[config.mk]
export PLATFORM = sky130hd
export DESIGN_NAME = apb_ram_ws_flat
export DESIGN_NICKNAME = d
export VERILOG_FILES = /design/src/rtl/apb_ram_pkg.sv /design/src/rtl/apb_ram_ws_if.sv /design/src/rtl/apb_ram_bytemem.sv /design/src/rtl/apb_ram_ws.sv /design/src/flat_wrapper.sv
export SDC_FILE = /design/constraint.sdc
export NUM_CORES = 2
export LEC_CHECK = 0
export CAP_MARGIN = 10
export CORE_MARGIN = 8
export CORE_UTILIZATION = 35
export DETAILED_ROUTE_END_ITERATION = 8
export GPL_TIMING_DRIVEN = 0
export HOLD_SLACK_MARGIN = 0.06
export MAX_ROUTING_LAYER = met4
export PLACE_DENSITY = 0.48
export SLEW_MARGIN = 20
export SYNTH_ARGS = -nofsm -noshare
export SYNTH_HDL_FRONTEND = slang
export SYNTH_SLANG_ARGS = --single-unit
[constraint.sdc]
create_clock -name pclk -period 77.7 [get_ports pclk]
set_clock_uncertainty 0.15 [all_clocks]
set_input_delay 15.54 -clock pclk [delete_from_list [all_inputs] [get_ports pclk]]
set_output_delay 15.54 -clock pclk [all_outputs]
set_load 0.005 [all_outputs]
[src/rtl/apb_ram_pkg.sv]
// apb_ram_pkg: shared state encoding and sizing helpers for the APB RAM slave
package apb_ram_pkg;
  typedef enum logic [1:0] {IDLE, WAIT, RESP} apb_ram_state_e;
  localparam int MAX_WAIT_STATES = 15;
  function automatic int lsb_bits(int dw);
    return $clog2(dw / 8);
  endfunction
endpackage

[src/rtl/apb_ram_ws_if.sv]
// apb_ram_ws_if: APB4 bus bundle between the bridge and the RAM slave
interface apb_ram_ws_if #(
  parameter int ADDR_WIDTH = 32,
  parameter int DATA_WIDTH = 32
);
  logic                    psel;
  logic                    penable;
  logic                    pwrite;
  logic [ADDR_WIDTH-1:0]   paddr;
  logic [DATA_WIDTH-1:0]   pwdata;
  logic [DATA_WIDTH/8-1:0] pstrb;
  logic [DATA_WIDTH-1:0]   prdata;
  logic                    pready;
  logic                    pslverr;
  modport master(output psel, penable, pwrite, paddr, pwdata, pstrb, input prdata, pready, pslverr);
  modport slave(input psel, penable, pwrite, paddr, pwdata, pstrb, output prdata, pready, pslverr);
endinterface

[src/rtl/apb_ram_bytemem.sv]
// apb_ram_bytemem: byte-lane writable word array with registered, clearable read port
module apb_ram_bytemem #(
  parameter int DATA_WIDTH = 32,
  parameter int DEPTH      = 64,
  parameter int AW         = 6
) (
  input  logic                    clk,
  input  logic                    rst,
  input  logic                    we,
  input  logic                    re,
  input  logic                    rclr,
  input  logic [AW-1:0]           addr,
  input  logic [DATA_WIDTH/8-1:0] be,
  input  logic [DATA_WIDTH-1:0]   wdata,
  output logic [DATA_WIDTH-1:0]   rdata
);
  logic [DATA_WIDTH-1:0] mem [DEPTH];
  always_ff @(posedge clk or posedge rst)
    if (rst) begin
      for (int i = 0; i < DEPTH; i++) mem[i] <= '0;
      rdata <= '0;
    end else begin
      if (we)
        for (int b = 0; b < DATA_WIDTH / 8; b++)
          if (be[b]) mem[addr][8*b +: 8] <= wdata[8*b +: 8];
      // rdata holds between reads; an errored access forces it to zero
      rdata <= rclr ? '0 : re ? mem[addr] : rdata;
    end
endmodule

[src/rtl/apb_ram_ws.sv]
// apb_ram_ws: parametrised APB4 RAM slave with byte strobes, wait states and error response
module apb_ram_ws
  import apb_ram_pkg::*;
#(
  parameter int ADDR_WIDTH  = 32,
  parameter int DATA_WIDTH  = 32,
  parameter int DEPTH       = 64,
  parameter int WAIT_STATES = 0
) (
  input logic         pclk,
  input logic         preset,
  apb_ram_ws_if.slave bus
);
  localparam int LSB = lsb_bits(DATA_WIDTH);
  localparam int AW  = DEPTH > 1 ? $clog2(DEPTH) : 1;
  localparam int CW  = $clog2(MAX_WAIT_STATES + 1);
  apb_ram_state_e        state;
  logic [CW-1:0]         cnt;
  logic [ADDR_WIDTH-1:0] idx;
  logic                  access, err, go, pready_q, pslverr_q;
  always_comb begin
    idx    = bus.paddr >> LSB;
    access = bus.psel & bus.penable;
    // full-width compare so high address bits can never alias into the array
    err    = (|(bus.paddr & ADDR_WIDTH'((1 << LSB) - 1))) | (idx >= ADDR_WIDTH'(DEPTH));
    go     = access & (state == WAIT ? cnt == CW'(1) : state == IDLE && WAIT_STATES == 0);
  end
  always_ff @(posedge pclk or posedge preset)
    if (preset) begin
      state     <= IDLE;
      cnt       <= '0;
      pready_q  <= 1'b0;
      pslverr_q <= 1'b0;
    end else
      case (state)
        IDLE: if (access) begin
          state     <= go ? RESP : WAIT;
          cnt       <= CW'(WAIT_STATES);
          pready_q  <= go;
          pslverr_q <= go & err;
        end
        WAIT: begin
          cnt       <= cnt - CW'(1);
          state     <= !access ? IDLE : go ? RESP : WAIT;
          pready_q  <= go;
          pslverr_q <= go & err;
        end
        default: begin
          state     <= IDLE;
          pready_q  <= 1'b0;
          pslverr_q <= 1'b0;
        end
      endcase
  assign bus.pready  = pready_q;
  assign bus.pslverr = pslverr_q;
  apb_ram_bytemem #(.DATA_WIDTH(DATA_WIDTH), .DEPTH(DEPTH), .AW(AW)) u_mem (
    .clk  (pclk),
    .rst  (preset),
    .we   (go & bus.pwrite & ~err),
    .re   (go & ~bus.pwrite & ~err),
    .rclr (go & err),
    .addr (idx[AW-1:0]),
    .be   (bus.pstrb),
    .wdata(bus.pwdata),
    .rdata(bus.prdata)
  );
endmodule

[src/flat_wrapper.sv]
// flat-port wrapper written by rule: the top's interface ports become plain ports
module apb_ram_ws_flat import apb_ram_pkg::*;
#(
  parameter int ADDR_WIDTH  = 32,
  parameter int DATA_WIDTH  = 32,
  parameter int DEPTH       = 64,
  parameter int WAIT_STATES = 0
)
  (pclk, preset, bus_psel, bus_penable, bus_pwrite, bus_paddr, bus_pwdata, bus_pstrb, bus_prdata, bus_pready, bus_pslverr);
  apb_ram_ws_if #(.ADDR_WIDTH(ADDR_WIDTH), .DATA_WIDTH(DATA_WIDTH)) bus_i ();
  input logic pclk;
  input logic preset;
  input wire logic [$bits(bus_i.psel)-1:0] bus_psel;
  input wire logic [$bits(bus_i.penable)-1:0] bus_penable;
  input wire logic [$bits(bus_i.pwrite)-1:0] bus_pwrite;
  input wire logic [$bits(bus_i.paddr)-1:0] bus_paddr;
  input wire logic [$bits(bus_i.pwdata)-1:0] bus_pwdata;
  input wire logic [$bits(bus_i.pstrb)-1:0] bus_pstrb;
  output wire logic [$bits(bus_i.prdata)-1:0] bus_prdata;
  output wire logic [$bits(bus_i.pready)-1:0] bus_pready;
  output wire logic [$bits(bus_i.pslverr)-1:0] bus_pslverr;
  assign bus_i.psel = bus_psel;
  assign bus_i.penable = bus_penable;
  assign bus_i.pwrite = bus_pwrite;
  assign bus_i.paddr = bus_paddr;
  assign bus_i.pwdata = bus_pwdata;
  assign bus_i.pstrb = bus_pstrb;
  assign bus_prdata = bus_i.prdata;
  assign bus_pready = bus_i.pready;
  assign bus_pslverr = bus_i.pslverr;
  apb_ram_ws #(.ADDR_WIDTH(ADDR_WIDTH), .DATA_WIDTH(DATA_WIDTH), .DEPTH(DEPTH), .WAIT_STATES(WAIT_STATES)) u_core (.pclk(pclk), .preset(preset), .bus(bus_i));
endmodule
==> flow_summary_export.csv <==
group,metric,value,unit
setup_path,critPathRequiredTime,78.40,ns
sta,drv_slew,0,
floorplan,die-height,536,um
setup_path,critPathLaunchType,"input pin",
grt,grt_pass1_wl,747,mm
setup_path,arrival,22.44,ns
setup_path,path_class,"in -> reg",
pwr,p_clk_share,46.9,%
floorplan,num_rows,191,
synthesis,synth-edff-count,0,
detailed_routing,wl_per_cell,52.0,um
floorplan,start_util,35.1,%
cts,cts_resized,0,
sta,setup_viol,0,
cts,clock_latency,0.98,ns
synthesis,ys_async_sr_fraction,100,%
detailed_routing,met2_length,233,mm
pwr,seqPwrFrac,42.8,%
synthesis,synthCells,6865,
synthesis,synth_top_area_share,55.2,%
pwr,power_density,22.4,nW/um^2
setup_path,cp_slowest_cell,"buf_2",
synthesis,yosys-top-cells-count,"dfrtp_1 (2,088), mux2_2 (1,999), clkbuf_1 (368)",
sta,max_freq,46.0,MHz
synthesis,synth.most_common_cell,"dfrtp_1",
pwr,swShare,28.0,%
floorplan,die_area,287000,sq um
grt,antenna_found_initial,137,
sta,fin_crit_sh,28.0,%
detailed_routing,wl_met3,74.2,mm
floorplan,ios,107,
place,finalWeightedCongestion,1.07,
setup_path,cp_max_fo,14,
layout,drive_gt1_share,44.5,%
cts,cts.sinks,2088,
place,dp_slack,55.45,ns
grt,grt_pass1_vias,70565,
cts,htreeDepth,4,
detailed_routing,drc,0,
setup_path,crit_path_cell_trace,"clkdlybuf4s50_1 > buf_2 > buf_2 > buf_4 > buf_2 > buf_2 > buf_2 > nor2_1 > o21ai_0 > a22oi_1 > a32o_1",
floorplan,coreArea,270000,sq um
sta,final_hold_viol_count,0,
detailed_routing,drt-met1-wl,219,mm
job,cap_violations,0,
synthesis,post_synth_num_cell_types,65,
sta,period_minus_slack,21.74,ns
synthesis,ys.flop_type,"dfrtp_1",
status,status,"finished, final reports clean",
worst_hold_path,hold_class,"reg -> reg",
synthesis,ys_seq_elements,2088,
pwr,intPower,0.00183,W
sta,layout_setup_ws,55.96,ns
layout,syn_to_final_growth,19.9,%
pwr,power_switching,0.000711,W
layout,fill_cells,24873,
detailed_routing,num_vias,74791,
grt,gr-total-overflow,0,
detailed_routing,vias_per_cell,6.62,
grt,track_usage,41.0,%
setup_path,reg2reg_slack,73.29,ns
grt,grt_max_degree,104,
setup_path,cp_slowest_stage_delay,1.20,ns
sta,worst_pin_slew,1.42,ns
setup_path,crit_top_cell,"buf_2",
floorplan,die_w,536,um
synthesis,syn_nets,6940,
cts,cts_setup_buffers,0,
synthesis,yosysWarnings,0,
cts,ctsHoldBuffers,0,
synthesis,seq_area_frac_synth,55.2,%
detailed_routing,top_layer,"met4",
place,dp_hpwl,421,mm
detailed_routing,ant_nets,0,
sta,rsz0062_at_grt,"no",
pwr,leakage,55.1,nW
synthesis,syn-cell-area,94700,sq um
synthesis,synthTopCellsByArea,"dfrtp_1 (55%), mux2_2 (24%), mux4_2 (3.4%)",
pwr,ir_drop,0.0000193,V
pwr,comb_power_share,10.2,%
detailed_routing,wl,588,mm
sta,maxSlewHeadroom,3.07,%
cts,cts_root_buf,"clkbuf_16",
place,place.port_buffers,70,
cts,cts_buffer_depth,4,
setup_path,end_kind,"flip-flop",
detailed_routing,dr.first_iter.drc_count,12171,
cts,cts_tree,"built",
detailed_routing,first_pass_iters,6,
synthesis,syn_avg_cell_area,13.8,sq um
synthesis,yosysTopAreaCell,"dfrtp_1",
sta,final.setup.tns,0,ns
cts,cts_made_buffers,242,
cts,clk_pin_slew,0.06,ns
layout,nets,7453,
## cells in the final DEF, fill, tap and decap left out, drive strengths merged, types with 7 or more instances in the layout
| cell type | instances |
|---|---|
| or3 | 7 |
| nand3 | 18 |
| o221ai | 186 |
| a22o | 11 |
| a21o | 10 |
| nor3 | 19 |
| inv | 14 |
| clkinv | 52 |
| a2bb2oi | 19 |
| dfrtp | 2088 |
| nor2b | 8 |
| mux2i | 176 |
| o31ai | 16 |
| and3 | 13 |
| nor4 | 15 |
| nand2b | 9 |
| clkbuf | 734 |
| o21ai | 183 |
| a211oi | 31 |
| mux4 | 144 |
| a221oi | 18 |
| a21oi | 131 |
| o22a | 24 |
| nor2 | 141 |
| a2111oi | 10 |
| bufinv | 15 |
| o22ai | 328 |
| a32o | 19 |
| a31oi | 8 |
| mux2 | 2151 |
| o211ai | 13 |
| and2 | 9 |
| clkdlybuf4s50 | 70 |
| a22oi | 65 |
| diode | 151 |
| buf | 387 |
| nand2 | 374 |
## final cells by class
type                    count  area, sq um  area share (%)
diodes                    151          378           0.333
plain buffers             556         2630            2.32
clock buffers             366         7200            6.35
clock inverters            76          860           0.757
inverters                   9         41.3          0.0364
multi-input cells        4212        40300            35.6
flip-flops and latches   2088        52300            46.0
well taps                3570         4470            3.94
repair buffers            269         5310            4.67
## path summary, 6_finish.rpt
path                                                      end  cells after the start                          start
min in group asynchronous   u_core.u_mem.mem[570]$_DFFE_PP0P_                      2                         preset
min reg2reg                     u_core.bus.pready$_DFFE_PP0P_                      2  u_core.bus.pready$_DFFE_PP0P_
min                             u_core.bus.pready$_DFFE_PP0P_                      2  u_core.bus.pready$_DFFE_PP0P_
max                        u_core.u_mem.rdata[17]$_DFFE_PP0P_                     11                   bus_paddr[3]
max in group asynchronous  u_core.u_mem.mem[1382]$_DFFE_PP0P_                      7                         preset
max reg2reg                 u_core.u_mem.rdata[8]$_DFFE_PP0P_                     10      u_core.cnt[1]$_DFFE_PP0P_
## power by group through the flow
stage          Sequential (W)  Clock, W  Combinational (W)
2_1_floorplan         0.00111         0          0.0000786
3_3_place_gp          0.00111         0           0.000215
3_5_place_dp          0.00111         0           0.000243
4_1_cts               0.00109   0.00119           0.000243
5_1_grt               0.00109   0.00123           0.000251
6_report              0.00109   0.00119           0.000260
## per-stage QoR
step / power [W] / util [%] / instances / area, sq um / hold slack (ns)
floorplan: 0.00119 / - / 6865 / 94700 / 0.309
global placement: 0.00133 / 37.0 / 10505 / 99800 / 0.315
detailed placement: 0.00135 / 38.9 / 10703 / 105000 / 0.320
CTS: 0.00252 / 41.9 / 11145 / 113000 / 0.333
global route: 0.00257 / 42.0 / 11255 / 113000 / 0.349
finish: 0.00254 / 42.1 / 11297 / 113000 / 0.327
## registers in the layout, summed over array words and instances, names as in the netlist
register            cells
u_core.bus.pready       1
u_core.bus.pslverr      1
u_core.cnt              4
u_core.state            2
u_core.u_mem.mem     2048
u_core.u_mem.rdata     32
## routing by layer
layer | vias to the layer above | track usage (%)
met5 | - | -
met4 | 0 | 33.7
met1 | 40069 | 48.7
met3 | 1954 | 16.2
li1 | 26959 | -
met2 | 5809 | 54.2
## worst max-delay path, delay by kind of cell
family / cells / cell delay, ns
buffers and inverters: 7 / 5.58
AOI/OAI and AO/OA: 3 / 1.10
and+or+nand+nor: 1 / 0.10
## cells by family (layout without fill, tap and decap cells)
kind of cell    count (synthesis)  count (layout)  share of synthesized area, %
mux                          2471            2471                          30.9
flops                        2088            2088                          55.2
compound gates               1106            1106                          7.96
simple gates                  633             633                          3.45
buf+inv                       565            1276                          2.49
fa+ha+maj                       2               2                        0.0264
other cells                     0             151                             0
Power figures use the tool's default switching activity.
